**src/rtl/memory_stage_if.sv**
```systemverilog
// Data-memory port between the memory stage (master) and the data memory (slave).
// Request, grant and response signals.
interface memory_stage_if #(
    parameter int size = 32
);
    logic            req;
    logic            we;
    logic [size-1:0] addr;
    logic [3:0]      be;
    logic [size-1:0] wdata;
    logic            gnt;
    logic            rvalid;
    logic [size-1:0] rdata;

    modport master (
        output req, we, addr, be, wdata,
        input  gnt, rvalid, rdata
    );

    modport slave (
        input  req, we, addr, be, wdata,
        output gnt, rvalid, rdata
    );
endinterface

```
**src/rtl/memory_stage.sv**
```systemverilog
// Memory pipeline stage: issues data-memory requests, aligns load data and registers MEM/WB.
// Stalls upstream while an access is outstanding and sends bubbles to writeback.
module memory_stage #(
    parameter int size = 32
) (
    input  logic              clk,
    input  logic              reset,
    input  logic [size-1:0]   result_i,
    input  logic [size-1:0]   store_data_i,
    input  logic [11:0]       control_i,
    output logic [size-1:0]   fwd_data_o,
    output logic              stall_o,
    memory_stage_if.master    dmem,
    output logic              misaligned_o,
    output logic [size-1:0]   wb_data_o,
    output logic [4:0]        wb_rd_o,
    output logic              wb_we_o
);

    typedef enum logic [1:0] {
        IDLE,
        WAIT_GNT,
        WAIT_RVALID
    } state_e;

    state_e state_q, state_d;

    logic [size-1:0] wbData_q, wbData_d;
    logic [4:0]      wbRd_q, wbRd_d;
    logic            wbWe_q, wbWe_d;
    logic            misaligned_q, misaligned_d;

    logic [4:0]      rd;
    logic            regWrite;
    logic            memRead;
    logic            memWrite;
    logic [1:0]      accessSize;
    logic            loadUnsigned;
    logic            unusedPcLink;

    logic            isHalf;
    logic            isWord;
    logic            misalignedAccess;
    logic            memOp;
    logic            isLoad;
    logic            complete;
    logic            req;

    logic [7:0]      loadByte;
    logic [15:0]     loadHalf;
    logic [size-1:0] loadData;

    assign rd           = control_i[11:7];
    assign regWrite     = control_i[6];
    assign unusedPcLink = control_i[5];
    assign memRead      = control_i[4];
    assign memWrite     = control_i[3];
    assign accessSize   = control_i[2:1];
    assign loadUnsigned = control_i[0];

    // Size 2'b11 behaves as a word access.
    assign isHalf = (accessSize == 2'b01);
    assign isWord = accessSize[1];

    assign misalignedAccess = (memRead | memWrite)
                            & ((isHalf & result_i[0]) | (isWord & (result_i[1:0] != 2'b00)));
    assign memOp  = (memRead | memWrite) & ~misalignedAccess;
    assign isLoad = memRead & ~memWrite;

    assign fwd_data_o = result_i;

    // Handshake FSM: decides request, stall and whether the EX/MEM op completes this cycle.
    always_comb begin
        state_d  = state_q;
        req      = 1'b0;
        stall_o  = 1'b0;
        complete = 1'b0;
        case (state_q)
            IDLE: begin
                if (memOp) begin
                    req = 1'b1;
                    if (dmem.gnt && memWrite) begin
                        complete = 1'b1;
                    end else if (dmem.gnt) begin
                        state_d = WAIT_RVALID;
                        stall_o = 1'b1;
                    end else begin
                        state_d = WAIT_GNT;
                        stall_o = 1'b1;
                    end
                end else begin
                    complete = 1'b1;
                end
            end
            WAIT_GNT: begin
                req = 1'b1;
                if (dmem.gnt && memWrite) begin
                    state_d  = IDLE;
                    complete = 1'b1;
                end else if (dmem.gnt) begin
                    state_d = WAIT_RVALID;
                    stall_o = 1'b1;
                end else begin
                    stall_o = 1'b1;
                end
            end
            WAIT_RVALID: begin
                if (dmem.rvalid) begin
                    state_d  = IDLE;
                    complete = 1'b1;
                end else begin
                    stall_o = 1'b1;
                end
            end
            default: begin
                state_d = IDLE;
            end
        endcase
    end

    assign dmem.req  = req;
    assign dmem.we   = memWrite;
    assign dmem.addr = {result_i[size-1:2], 2'b00};

    always_comb begin
        dmem.be    = 4'b0000;
        dmem.wdata = store_data_i;
        if (isWord) begin
            dmem.be = 4'b1111;
        end else if (isHalf) begin
            dmem.be    = 4'b0011 << {result_i[1], 1'b0};
            dmem.wdata = {2{store_data_i[15:0]}};
        end else begin
            dmem.be    = 4'b0001 << result_i[1:0];
            dmem.wdata = {4{store_data_i[7:0]}};
        end
        if (!req) begin
            dmem.be = 4'b0000;
        end
    end

    // Pick the addressed lane out of the read word and extend it to full width.
    always_comb begin
        case (result_i[1:0])
            2'b00:   loadByte = dmem.rdata[7:0];
            2'b01:   loadByte = dmem.rdata[15:8];
            2'b10:   loadByte = dmem.rdata[23:16];
            default: loadByte = dmem.rdata[31:24];
        endcase
        loadHalf = result_i[1] ? dmem.rdata[31:16] : dmem.rdata[15:0];
        if (isWord) begin
            loadData = dmem.rdata;
        end else if (isHalf) begin
            loadData = {{16{~loadUnsigned & loadHalf[15]}}, loadHalf};
        end else begin
            loadData = {{24{~loadUnsigned & loadByte[7]}}, loadByte};
        end
    end

    // Stall cycles become bubbles that keep the last data and rd.
    always_comb begin
        wbData_d     = wbData_q;
        wbRd_d       = wbRd_q;
        wbWe_d       = 1'b0;
        misaligned_d = (state_q == IDLE) & misalignedAccess;
        if (complete) begin
            wbData_d = (isLoad && memOp) ? loadData : result_i;
            wbRd_d   = rd;
            wbWe_d   = regWrite & ~memWrite & ~misalignedAccess;
        end
    end

    always_ff @(posedge clk or negedge reset) begin
        if (!reset) begin
            state_q      <= IDLE;
            wbData_q     <= '0;
            wbRd_q       <= '0;
            wbWe_q       <= 1'b0;
            misaligned_q <= 1'b0;
        end else begin
            state_q      <= state_d;
            wbData_q     <= wbData_d;
            wbRd_q       <= wbRd_d;
            wbWe_q       <= wbWe_d;
            misaligned_q <= misaligned_d;
        end
    end

    assign wb_data_o    = wbData_q;
    assign wb_rd_o      = wbRd_q;
    assign wb_we_o      = wbWe_q;
    assign misaligned_o = misaligned_q;

endmodule

```
**src/flat_wrapper.sv**
```systemverilog
// flat-port wrapper written by rule: the top's interface ports become plain ports
module memory_stage_flat 
#(
    parameter int size = 32
)
  (clk, reset, result_i, store_data_i, control_i, fwd_data_o, stall_o, misaligned_o, wb_data_o, wb_rd_o, wb_we_o, dmem_req, dmem_we, dmem_addr, dmem_be, dmem_wdata, dmem_gnt, dmem_rvalid, dmem_rdata);
  memory_stage_if #(.size(size)) dmem_i ();
  input  logic clk;
  input  logic reset;
  input  logic [size-1:0] result_i;
  input  logic [size-1:0] store_data_i;
  input  logic [11:0] control_i;
  output logic [size-1:0] fwd_data_o;
  output logic stall_o;
  output logic misaligned_o;
  output logic [size-1:0] wb_data_o;
  output logic [4:0] wb_rd_o;
  output logic wb_we_o;
  output wire logic [$bits(dmem_i.req)-1:0] dmem_req;
  output wire logic [$bits(dmem_i.we)-1:0] dmem_we;
  output wire logic [$bits(dmem_i.addr)-1:0] dmem_addr;
  output wire logic [$bits(dmem_i.be)-1:0] dmem_be;
  output wire logic [$bits(dmem_i.wdata)-1:0] dmem_wdata;
  input wire logic [$bits(dmem_i.gnt)-1:0] dmem_gnt;
  input wire logic [$bits(dmem_i.rvalid)-1:0] dmem_rvalid;
  input wire logic [$bits(dmem_i.rdata)-1:0] dmem_rdata;
  assign dmem_req = dmem_i.req;
  assign dmem_we = dmem_i.we;
  assign dmem_addr = dmem_i.addr;
  assign dmem_be = dmem_i.be;
  assign dmem_wdata = dmem_i.wdata;
  assign dmem_i.gnt = dmem_gnt;
  assign dmem_i.rvalid = dmem_rvalid;
  assign dmem_i.rdata = dmem_rdata;
  memory_stage #(.size(size)) u_core (.clk(clk), .reset(reset), .result_i(result_i), .store_data_i(store_data_i), .control_i(control_i), .fwd_data_o(fwd_data_o), .stall_o(stall_o), .dmem(dmem_i), .misaligned_o(misaligned_o), .wb_data_o(wb_data_o), .wb_rd_o(wb_rd_o), .wb_we_o(wb_we_o));
endmodule
```
**config.mk**
```make
export PLATFORM = sky130hd
export DESIGN_NAME = memory_stage_flat
export DESIGN_NICKNAME = d
export VERILOG_FILES = /design/src/rtl/memory_stage_if.sv /design/src/rtl/memory_stage.sv /design/src/flat_wrapper.sv
export SDC_FILE = /design/constraint.sdc
export NUM_CORES = 1
export LEC_CHECK = 0
export CAP_MARGIN = 30
export CORE_ASPECT_RATIO = 1.25
export CORE_MARGIN = 5
export CORE_UTILIZATION = 32
export DETAILED_ROUTE_END_ITERATION = 8
export PLACE_DENSITY = 0.91
export SLEW_MARGIN = 10
export SYNTH_ARGS = -nofsm -noshare
export SYNTH_HDL_FRONTEND = slang
export SYNTH_SLANG_ARGS = --single-unit
```
**constraint.sdc**
```tcl
create_clock -name clk -period 1.5 [get_ports clk]
set_input_delay 0.15 -clock clk [delete_from_list [all_inputs] [get_ports clk]]
set_output_delay 0.15 -clock clk [all_outputs]
set_load 0.02 [all_outputs]
```
==> results by group <==
Hold path
  – Worst Hold End: u_core.state_q[0]$_DFFE_PN0P_
  – Worst Hold Class: input pin to flop
  – HP Start: dmem_gnt
  – Hold path cells: 3

Synth
  – Syn_area_per_cell: 8.18 µm²
  – Top cells by area, synth: dfrtp_1 30%, buf_4 16%, o21ai_0 5.3%
  – Area leader, netlist: dfrtp_1
  – Synth Cell Area: 0.00348 mm²
  – Yosys cell types: 47
  – Register area share after synthesis: 0.295
  – Yosys Warn Count: 0
  – Synth Instances: 425
  – Share of the synthesized area in the top cell type: 0.295
  – Post-synthesis async set-or-reset flop share: 1.00
  – Most used flip-flop cell after synthesis: dfrtp_1
  – #FFs+latches synth: 41
  – Post-synth EDFFs: 0

Detailed routing
  – DR vias: 4,196
  – Detailed-route DRC error count: 0
  – Final antenna-violating net count: 0
  – First drt pass iteration count: 5
  – Final wirelength: 16.4 mm
  – Number of DRC markers in iteration 0: 205
  – Via density: 5.26
  – DR WL/cell: 20.6 µm

Layout
  – Fill cells: 850
  – Nets: 777
  – Most frequent cells in the layout: 186 x clkdlybuf4s50_1, 56 x buf_4, 41 x dfrtp_1, 39 x nand2_1
  – Register cell area after layout: 0.00103 mm²
  – Fin util: 0.638
  – Antenna fix cells: 0
  – Commonest non-fill, non-tap cell in the layout: clkdlybuf4s50_1
  – Fin cells: 797
  – P&R area growth vs syn: 94.9%
  – Multi-input logic area: 0.00202 mm²
  – Proportion of layout cells with a drive suffix above 1: 0.293
  – Cell area after layout: 0.00678 mm²

Placement
  – HPWL Detailed: 12.4 mm
  – Cell Area, Placed: 0.00596 mm²
  – Port Buffer Count: 250
  – DP Cell Count: 765
  – GPL Wtd Cong: 0.900

Critical path
  – Worst stage delay on the critical path: 0.43 ns
  – WP data required: 1.35 ns
  – FF-to-FF Start: u_core.state_q[1]$_DFFE_PN0P_
  – Slowest CP cell: dfrtp_1
  – Critical Path Source Type: flop
  – R2R Path End: u_core.wb_data_o[1]$_DFFE_PN0P_
  – Worst setup EP type: output pin
  – Crit path cell chain: buf_6 -> or2_4 -> buf_8 -> a21oi_4 -> buf_6
  – Cell repeated most along the worst path: buf_6
  – Worst reg2reg path depth: 7
  – Crit path DAT: 1.51 ns
  – Critical path fanouts, max: 5
  – Worst reg2reg setup slack: -0.14 ns
  – CP Class: flop to output pin

Clock tree
  – TritonCTS Buffers: 5
  – Clock transition at the registers of the reported paths: 0.06 ns
  – H-Tree Level Count: 2
  – CTS tree: yes
  – Worst-Skew Late Latency: 0.29 ns
  – Clock Path Buffers: 2
  – Clock Sinks: 41
  – CTS root buf: clkbuf_16

Floorplanning
  – Placement row count: 42
  – Die Y: 127 µm
  – Initial Util: 0.328
  – Core box area: 0.0106 mm²
  – Io pins: 254
  – Die ar.: 0.0131 mm²
  – Die W: 103 µm

Power
  – Sw Ratio: 0.378
  – PwrDens: 875 mW/mm²
  – Pleak: 2.94 nW
  – P_int: 3.69 mW
  – Comb pwr share: 0.561
  – Pwr Total: 5.93 mW
  – Clk pwr share: 0.181
  – Maximum VDD drop: 0.000462 V
  – Sequential Power Share: 0.258
  – Net Sw Power: 2.24 mW

Global route
  – Initial antenna violation count: 0
  – Total track usage: 0.240
  – GRT Residual Overflow: 0
  – Largest net degree at the start of global routing: 44
  – Vias in the first global route: 4,460
  – Global-route wire length before repair: 24.3 mm

Timing
  – Slew Limit Fails: 0
  – PnR worst setup slack: -0.159 ns
  – Clock skew: 0.0116 ns
  – Worst slew margin: 0.661
  – Period utilisation layout: 1.11
  – Final hold violations: 0
  – Fin crit period: 1.66 ns
  – Achievable Freq: 603 MHz
  – RSZ-0062 raised after global routing: true
  – Slew @ Worst Pin: 0.504 ns
  – Final setup vio count: 44

Run status
  – Failing checks: negative setup slack
  – Status: complete, but fails checks

Job
  – # Max-Cap Violations: 0
-- worst max-delay path by stage --
stage,from,to,slack [ns],cells past startpoint
2_1_floorplan,result_i[0],u_core.wb_data_o[0]$_DFFE_PN0P_,-0.02,8
3_3_place_gp,result_i[1],stall_o,-0.64,7
3_5_place_dp,result_i[1],u_core.wb_data_o[25]$_DFFE_PN0P_,-0.69,8
4_1_cts,u_core.state_q[1]$_DFFE_PN0P_,u_core.wb_data_o[20]$_DFFE_PN0P_,-0.11,9
5_1_grt,u_core.state_q[1]$_DFFE_PN0P_,dmem_be[1],-0.19,5
6_report,u_core.state_q[1]$_DFFE_PN0P_,dmem_be[1],-0.16,5
-- power groups by stage --
stage | Clock, mW | Combinational [mW] | Sequential, mW
global route | 1.13 | 3.50 | 1.56
finish | 1.07 | 3.32 | 1.53
CTS | 1.09 | 3.10 | 1.52
floorplan | 0 | 1.12 | 1.82
global placement | 0 | 2.79 | 1.51
detailed placement | 0 | 2.84 | 1.53
-- state kept, by name, summed over array words and instances (netlist names) --
name	cells
u_core.wb_we_o	1
u_core.wb_rd_o	5
u_core.misaligned_o	1
u_core.wb_data_o	32
u_core.state_q	2
-- per-stage QoR --
| stage | hold WS [ns] | TNS (ns) | worst slack, ns |
|---|---|---|---|
| 2_1_floorplan | -0.146 | -0.0171 | -0.0171 |
| 3_3_place_gp | 0.105 | -32.59 | -0.640 |
| 3_5_place_dp | 0.0999 | -35.78 | -0.685 |
| 4_1_cts | 0.252 | -2.21 | -0.109 |
| 5_1_grt | 0.262 | -5.33 | -0.192 |
| 6_report | 0.259 | -3.28 | -0.159 |
-- cell families after synthesis --
kind of cell           Yosys count  share of synthesized area
DFF                             41                      0.295
buffers and inverters          115                      0.221
muxes                           29                     0.0892
AOI/OAI and AO/OA              153                      0.282
and+or+nand+nor                 86                      0.112
other                            1                    0.00108
-- Yosys cell counts, types with 2 or more instances --
cell,count
o21ai_0,37
a21oi_1,26
inv_1,11
nor2b_1,3
and2_1,2
buf_2,6
a2111oi_4,2
nand2b_1,2
nand2_1,48
o21a_1,3
a21o_1,8
nor2_1,18
dfrtp_1,41
buf_6,6
buf_4,75
o21ai_1,29
a221oi_1,5
mux2i_1,13
mux2_2,16
o22ai_1,2
nor3_1,3
a211o_1,2
nor4bb_1,5
clkbuf_1,15
a22oi_1,6
a211oi_1,16
a31oi_1,5
-- layout make-up --
class | count | area share
flip-flops and latches | 41 | 0.151
repair buffers | 336 | 0.499
inverters | 11 | 0.00609
multi-input cells | 270 | 0.298
well taps | 132 | 0.0244
clock buffers | 7 | 0.0211
-- critical path, delay by kind of cell (launching register included) --
family / cells / cell delay (ns)
and+or+nand+nor: 1 / 0.25
DFF: 1 / 0.43
buffers and inverters: 3 / 0.43
AOI/OAI and AO/OA: 1 / 0.11
-- timing repair --
action / 4_1_cts / 5_1_grt
endpoints found under the hold margin: 16 / 0
cloned: 6 / 1
endpoints found under the setup margin: 76 / 61
pin swaps: 28 / 21
gates resized for setup: 128 / 86
setup buffers: 13 / 4
hold buffers: 1 / 0
-- per-layer routing --
metal | GRT usage | part of all wire | up-vias | wire, µm
met4 | 0.103 | 0.041 | 0 | 672
li1 | - | - | 1915 | -
met1 | 0.241 | 0.33 | 1993 | 5500
met3 | 0.0681 | 0.10 | 47 | 1640
met5 | 0 | 0 | - | 0
met2 | 0.448 | 0.52 | 241 | 8630
No activity file was read; power rests on OpenSTA's default activity.
